$ cat src/rtl/dmem_arbiter.sv
// dmem_arbiter: two-requester data-memory arbiter with bounded locking.
// Define DMEM_ARB_RR_EN for round-robin ties; otherwise r0 has fixed priority.
module dmem_arbiter #(
    parameter int ADDR_W   = 8,
    parameter int DATA_W   = 32,
    parameter int MAX_LOCK = 4
) (
    input  logic              clk,
    input  logic              reset_n,
    input  logic              r0_req,
    input  logic              r0_we,
    input  logic              r0_lock,
    input  logic [ADDR_W-1:0] r0_addr,
    input  logic [DATA_W-1:0] r0_wdata,
    output logic              r0_gnt,
    output logic              r0_rvalid,
    output logic [DATA_W-1:0] r0_rdata,
    input  logic              r1_req,
    input  logic              r1_we,
    input  logic              r1_lock,
    input  logic [ADDR_W-1:0] r1_addr,
    input  logic [DATA_W-1:0] r1_wdata,
    output logic              r1_gnt,
    output logic              r1_rvalid,
    output logic [DATA_W-1:0] r1_rdata,
    output logic              mem_en,
    output logic              mem_we,
    output logic [ADDR_W-1:0] mem_addr,
    output logic [DATA_W-1:0] mem_wdata,
    input  logic [DATA_W-1:0] mem_rdata
);

    localparam int CNT_W = $clog2(MAX_LOCK + 1);

    typedef enum logic [1:0] {
        IDLE  = 2'd0,
        LOCK0 = 2'd1,
        LOCK1 = 2'd2
    } state_t;

    state_t             r_state;
    logic               r_ptr;
    logic [CNT_W-1:0]   r_lock_cnt;
    logic               r_mem_en;
    logic               r_mem_we;
    logic [ADDR_W-1:0]  r_mem_addr;
    logic [DATA_W-1:0]  r_mem_wdata;
    logic               r_t1_v;
    logic               r_t1_id;
    logic               r_t2_v;
    logic               r_t2_id;

    logic               w_tie;
    logic               w_gnt0;
    logic               w_gnt1;
    logic               w_acc;
    logic               w_id;
    logic               w_we;
    logic               w_lock;
    logic [ADDR_W-1:0]  w_addr;
    logic [DATA_W-1:0]  w_wdata;
    logic [CNT_W-1:0]   w_cnt_nxt;
    logic               w_force;

    assign w_tie = (r_state == IDLE) && r0_req && r1_req;

    // r_ptr=1 means r1 wins the next tie
    always_comb begin
        w_gnt0 = 1'b0;
        w_gnt1 = 1'b0;
        if (reset_n) begin
            unique case (r_state)
                IDLE: begin
                    if (w_tie) begin
                        w_gnt0 = ~r_ptr;
                        w_gnt1 = r_ptr;
                    end else begin
                        w_gnt0 = r0_req;
                        w_gnt1 = r1_req;
                    end
                end
                LOCK0:   w_gnt0 = r0_req;
                LOCK1:   w_gnt1 = r1_req;
                default: ;
            endcase
        end
    end

    assign w_acc     = (r0_req && w_gnt0) || (r1_req && w_gnt1);
    assign w_id      = r1_req && w_gnt1;
    assign w_we      = w_id ? r1_we    : r0_we;
    assign w_lock    = w_id ? r1_lock  : r0_lock;
    assign w_addr    = w_id ? r1_addr  : r0_addr;
    assign w_wdata   = w_id ? r1_wdata : r0_wdata;
    assign w_cnt_nxt = r_lock_cnt + CNT_W'(1);
    assign w_force   = w_lock && (w_cnt_nxt == CNT_W'(MAX_LOCK));

    always_ff @(posedge clk or negedge reset_n) begin
        if (!reset_n) begin
            r_state     <= IDLE;
            r_ptr       <= 1'b0;
            r_lock_cnt  <= '0;
            r_mem_en    <= 1'b0;
            r_mem_we    <= 1'b0;
            r_mem_addr  <= '0;
            r_mem_wdata <= '0;
            r_t1_v      <= 1'b0;
            r_t1_id     <= 1'b0;
            r_t2_v      <= 1'b0;
            r_t2_id     <= 1'b0;
        end else begin
            r_mem_en <= w_acc;
            r_mem_we <= w_acc && w_we;
            r_t1_v   <= w_acc && !w_we;
            r_t1_id  <= w_id;
            r_t2_v   <= r_t1_v;
            r_t2_id  <= r_t1_id;
            if (w_acc) begin
                r_mem_addr  <= w_addr;
                r_mem_wdata <= w_wdata;
                if (w_force) begin
                    r_state    <= IDLE;
                    r_lock_cnt <= '0;
                end else if (w_lock) begin
                    r_state    <= w_id ? LOCK1 : LOCK0;
                    r_lock_cnt <= w_cnt_nxt;
                end else begin
                    r_state    <= IDLE;
                    r_lock_cnt <= '0;
                end
`ifdef DMEM_ARB_RR_EN
                r_ptr <= ~w_id;
`else
                // one-shot override after a forced lock release
                if (w_force)
                    r_ptr <= ~w_id;
                else if (w_tie)
                    r_ptr <= 1'b0;
`endif
            end
        end
    end

    assign r0_gnt    = w_gnt0;
    assign r1_gnt    = w_gnt1;
    assign r0_rvalid = r_t2_v && !r_t2_id;
    assign r1_rvalid = r_t2_v && r_t2_id;
    assign r0_rdata  = mem_rdata;
    assign r1_rdata  = mem_rdata;
    assign mem_en    = r_mem_en;
    assign mem_we    = r_mem_we;
    assign mem_addr  = r_mem_addr;
    assign mem_wdata = r_mem_wdata;

endmodule
$ cat config.mk
export PLATFORM = sky130hd
export DESIGN_NAME = dmem_arbiter
export DESIGN_NICKNAME = d
export VERILOG_FILES = /design/src/rtl/dmem_arbiter.sv
export SDC_FILE = /design/constraint.sdc
export NUM_CORES = 1
export LEC_CHECK = 0
export ABC_AREA = 1
export BUFFER_PORTS_ARGS = -buffer_cell sky130_fd_sc_hd__clkbuf_2
export CAP_MARGIN = 40
export CORE_ASPECT_RATIO = 1.4
export CORE_MARGIN = 4
export CORE_UTILIZATION = 25
export CTS_CLUSTER_SIZE = 8
export DETAILED_ROUTE_END_ITERATION = 10
export PLACE_DENSITY = 0.55
export SLEW_MARGIN = 15
export SYNTH_ARGS = -nofsm -noshare
export SYNTH_HDL_FRONTEND = slang
export SYNTH_SLANG_ARGS = --single-unit
$ cat constraint.sdc
create_clock -name clk -period 1.2 [get_ports clk]
set_input_delay 0.12 -clock clk [delete_from_list [all_inputs] [get_ports clk]]
set_output_delay 0.12 -clock clk [all_outputs]
set_load 0.01 [all_outputs]
### Yosys cells after proc, flatten, opt, wreduce, memory -nomap -nowiden

Index checks and enable logic that the tools add are counted.

* flip-flop bits (word level): 52
* input bits: 120
* output and inout bits: 110
* word-level logic and storage cells: 49

* add/sub/neg operators: 1
* equal/unequal tests: 3
* mux-type cells: 17
* bitwise gates (word level): 2
* reduce and logical (&&, ||, !) cells: 15

Operators by type and width (number)
* $mux W32: 1
* $logic_and A1 B1 Y1: 9
* $mux W1: 8
* $mux W8: 1
* $mux W2: 3
* $mux W3: 2
* $pmux W1 S2: 2
* $add A3 B1 Y3 const B: 1
* $eq A3 B3 Y1 const B: 1
* $eq A2 B1 Y1 const B: 1
* $eq A2 B2 Y1 const B: 1
* $logic_not A1 Y1: 2
* $logic_not A2 Y1: 1
* $not A1 Y1: 2
* $reduce_and A2 Y1: 1
* $reduce_bool A2 Y1: 1
* $logic_or A1 B1 Y1: 1

### Depth between registers and ports, before layout

* depth after elaboration: 11
* gate-level depth with buffers: 11
* mapped depth without buffers: 10

### Least setup slack after synthesis

OpenSTA, ideal clock, no wires.

* kind: register to register
* start point: reg r_state[0]
* end point: reg r_ptr
* setup time: 116 ps
* data arrival time: 1117 ps
* required time: 1084 ps
* setup slack: -33 ps
* stages on the path, launching flop included: 12
* path buffers: 1
* clock period less this slack: 1233 ps
* path through: dfrtp_1 -> inv_1 -> nand2_1 -> nor2_2 -> nand2_1 -> buf_6 -> nand2_1 -> nand3_1 -> nand2_1 -> nand2_1 -> nand2_1 -> nand2_1

* word-level cells in the longest chain between the ends: 11
* elaborated cells between the ends (all ways): 20
* classes of those cells: eq/ne: 2; mux: 8; bitwise: 1; reduce/logical: 9

Ends and longest elaborated chain
* start, declared: line 41 `state_t r_state;`
* start signal, assigned: line 125 `r_state <= w_id ? LOCK1 : LOCK0;`
* $logic_not A2 Y1: line 65, 72
* $logic_and A1 B1 Y1 (2 in series): line 65 `assign w_tie = (r_state == IDLE) && r0_req && r1_req;`
* $mux W1: line 74 `if (w_tie) begin`
* $pmux W1 S2: line 72 `unique case (r_state)`
* $mux W1: line 71 `if (reset_n) begin`
* $logic_and A1 B1 Y1: line 89, 90
* $mux W1: line 92 `assign w_lock = w_id ? r1_lock : r0_lock;`
* $logic_and A1 B1 Y1: line 96 `assign w_force = w_lock && (w_cnt_nxt == CNT_W'(MAX_LOCK));`
* $reduce_bool A2 Y1 (no line)
* $reduce_and A2 Y1 (no line)
* end signal, assigned: line 136 `r_ptr <= ~w_id;`
* end, declared: line 42 `logic r_ptr;`

Several ways; a longest one is shown, not always the timed one.
A chain may end at the register's enable or synchronous reset.

### Worst setup path after layout

* start point: reg r_state[1]
* end point: out r0_gnt

* word-level cells in the longest chain between the ends: 6
* elaborated cells between the ends (all ways): 7
* classes of those cells: eq/ne: 1; mux: 3; reduce/logical: 3

Ends and longest elaborated chain
* $logic_not A2 Y1: line 65, 72
* $logic_and A1 B1 Y1 (2 in series): line 65
* $mux W1: line 74
* $pmux W1 S2 (*): line 72
* $mux W1 (*): line 71
* end, declared: line 15 `output logic r0_gnt,`

Mark *: on every way between the ends. The rest lies on a longest branch, timed or not.

==> flow_metrics.tcl <==
set metrics [dict create \
    status "complete, but fails checks" \
    violations "setup timing" \
    ctsLongestPathBuffers 2 \
    cts_tree "done" \
    swShare_pct 21.98 \
    grt_pass1_wl_mm 13.02 \
    setup_viol 51 \
    area_delta_synth_final_pct 43.56 \
    critPathSlowestCell "dfrtp_1" \
    p_leak_nw 2.170 \
    hold_path.class "in2reg" \
    fmax_mhz 707.5 \
    wire_per_inst_um 16.14 \
    critical_path_class "reg2out" \
    rows 46 \
    dp_hpwl_mm 5.866 \
    finClkSkew_ns 0.005592 \
    die_area_mm2 0.01334 \
    drt-total-wl_mm 9.439 \
    gp_congestion 0.7575 \
    p_comb_share_pct 7.6 \
    clock_latency_ns 0.29 \
    route.detailed.drc 0 \
    start_util_pct 25.44 \
    h-tree-depth 2 \
    root_buffer "clkbuf_16" \
    power_density_mw_per_mm2 839.8 \
    seqPwrFrac_pct 50.4 \
    cts_sinks 52 \
    worst_pin_slew_ns 0.3455 \
    place_ws_ns -0.1670 \
    rsz0062_at_grt "yes" \
    synthTopCellsByArea "dfrtp_1 45%, buf_4 18%, nand2_1 12%, a31oi_1 8.9%, nor2_1 5.6%" \
    antenna_found_initial 0 \
    p_int_mw 2.713 \
    synth_cells 348 \
    endpoint_kind "output pin" \
    dieWidth_um 98.78 \
    p_switching_uw 764.3 \
    finalHoldViolCount 0 \
    drive_above_1_share_pct 50.57 \
    synth_top_area_share_pct 45.12 \
    synth_nets 470 \
    core_area_mm2 0.01134 \
    post-route-period-util_pct 117.8 \
    grt_max_degree 37 \
    io_buffers 133 \
    place_area_mm2 0.003284 \
    r2r_slack_ns -0.19 \
    worstPathRequired_ns 1.08 \
    cp_max_fo 4 \
    period_needed_ns 1.413 \
    synth_area_per_cell_um2 8.287 \
    setup_tns_ns -7.216 \
    fp.dieH_um 135.1 \
    crit_chain "inv_2 -> nand3_2 -> buf_6 -> a31oi_4 -> clkbuf_8" \
    max_stage_delay_ns 0.37 \
    fin_ws_ns -0.2135 \
    dp_cells 557 \
    vias_per_cell 4.508 \
    grt_overflow 0 \
    start_kind "flop" \
    maxCapViolCount 0 \
    synth_seq_cells 52 \
    design.portCount 230 \
    arrival_ns 1.29 \
    nNetsFinal 562 \
    grt_pass1_vias 2628 \
    first_iter_violations 63 \
    post_layout_nonfiller_instances 585 \
    firstDrtPassIters 4 \
    track_usage_pct 12.25 \
    total_power_mw 3.477 \
    ys_seq_area_share_pct 45.12 \
    final_area_mm2 0.004140 \
    synth_largest_area_cell "dfrtp_1" \
    ant_nets 0 \
    synth_area_mm2 0.002884 \
    slew_violations 0 \
    synth_warnings 0 \
    fillCellCount 1198 \
    diodes 0 \
    numCtsBuffers 5 \
    vias 2637 \
    clock_power_share_pct 42.0 \
    clk_pin_slew_ns 0.07 \
    relSlewSlack_pct 76.97 \
    vdd_ir_drop_max_v 0.0005948 \
    yosysUniqueCellTypes 21 \
]
## cell families after synthesis
family | share of synthesized area [%]
adder cells (fa/ha/maj) | 0.8675
buffers and inverters | 23.17
AND/OR/NAND/NOR | 20.35
AO/OA/AOI/OAI | 10.50
flip-flops | 45.12
## power by group through the flow
stage	Combinational, mW	Sequential [mW]	Clock, mW
final	0.264	1.75	1.46
after floorplan	0.261	1.79	0
after global routing	0.298	1.75	1.60
after global placement	0.238	1.79	0
after detailed placement	0.238	1.79	0
after CTS	0.249	1.75	1.53
## metrics by stage
stage                     util (%)  hold slack (ns)
after floorplan                  -          -0.1756
after global placement       28.97           0.2401
after detailed placement     28.97           0.2401
after CTS                    32.73          0.04733
after global routing         36.52          0.05796
final                        36.52          0.05713
## final timing paths
check / from / end / cells past startpoint
worst max-delay path: r_state[1] / r0_gnt / 5
worst min-delay path: r1_addr[6] / mem_addr[6] / 3
worst max register to register: r_ptr / r_t1_v / 9
worst min register to register: r_t1_id / r_t2_id / 0
max in group asynchronous: reset_n / mem_wdata[0] / 3
min in group asynchronous: reset_n / r_lock_cnt[0] / 3
## Yosys cell counts
library cell	instances
o22ai_1	1
ha_1	2
buf_4	68
clkbuf_1	2
inv_2	3
o32ai_2	1
nand2_2	1
dfrtp_1	52
nor2_1	43
nor2_2	1
buf_6	6
nand2_1	96
nand4_1	2
nand3_1	7
o21ai_2	1
nor3_1	1
inv_1	11
a31oi_1	41
o21ai_0	2
a21oi_1	1
buf_2	6
## sequential cells by signal, indices dropped and copies added, names as in the netlist
| name | flops |
|---|---|
| r_ptr | 1 |
| mem_en | 1 |
| r_t1_v | 1 |
| mem_wdata | 32 |
| r_t2_id | 1 |
| r_t2_v | 1 |
| mem_we | 1 |
| r_t1_id | 1 |
| r_lock_cnt | 3 |
| r_state | 2 |
| mem_addr | 8 |
## layer usage
metal  routed length [µm]  vias to the layer above  track usage (%)
met5                    0                        -                0
met4                  257                        0            4.935
met3                  599                       34            2.739
met2                 5154                      102            22.91
met1                 3428                     1259            13.13
li1                     -                     1242                -
## what timing repair did
action	CTS	global route
setup endpoints to repair	50	51
pin swaps	6	15
gates cloned	3	6
setup buffers	8	3
resized for setup	32	52
hold buffers	1	0
hold endpoints to repair	52	0
## cell type report
cell class	instances	area (µm²)	area share [%]
repair buffers	167	1217	29.40
multi-input cells	200	1207	29.16
flip-flops and latches	52	1301	31.43
clock buffers	7	142.6	3.445
inverters	14	83.83	2.025
clock inverters	1	7.507	0.1813
well taps	144	180.2	4.352
## critical path, delay by kind of cell, from the launching register on
kind	cells	cell delay, ns
and+or+nand+nor	1	0.09
AOI/OAI and AO/OA	1	0.16
buffers and inverters	3	0.39
DFF	1	0.37
## placed cells by master, fill, tap and decap left out, types with 8 or more instances in the layout
cell / synthesis / routed
buf_4: 68 / 12
nand2_4: 0 / 8
a31oi_4: 0 / 8
clkbuf_2: 0 / 131
nand2_2: 1 / 17
a31oi_1: 41 / 32
nand2_1: 96 / 71
nor2_1: 43 / 43
clkbuf_16: 0 / 11
dfrtp_1: 52 / 52
No activity file was read; power rests on OpenSTA's default activity.
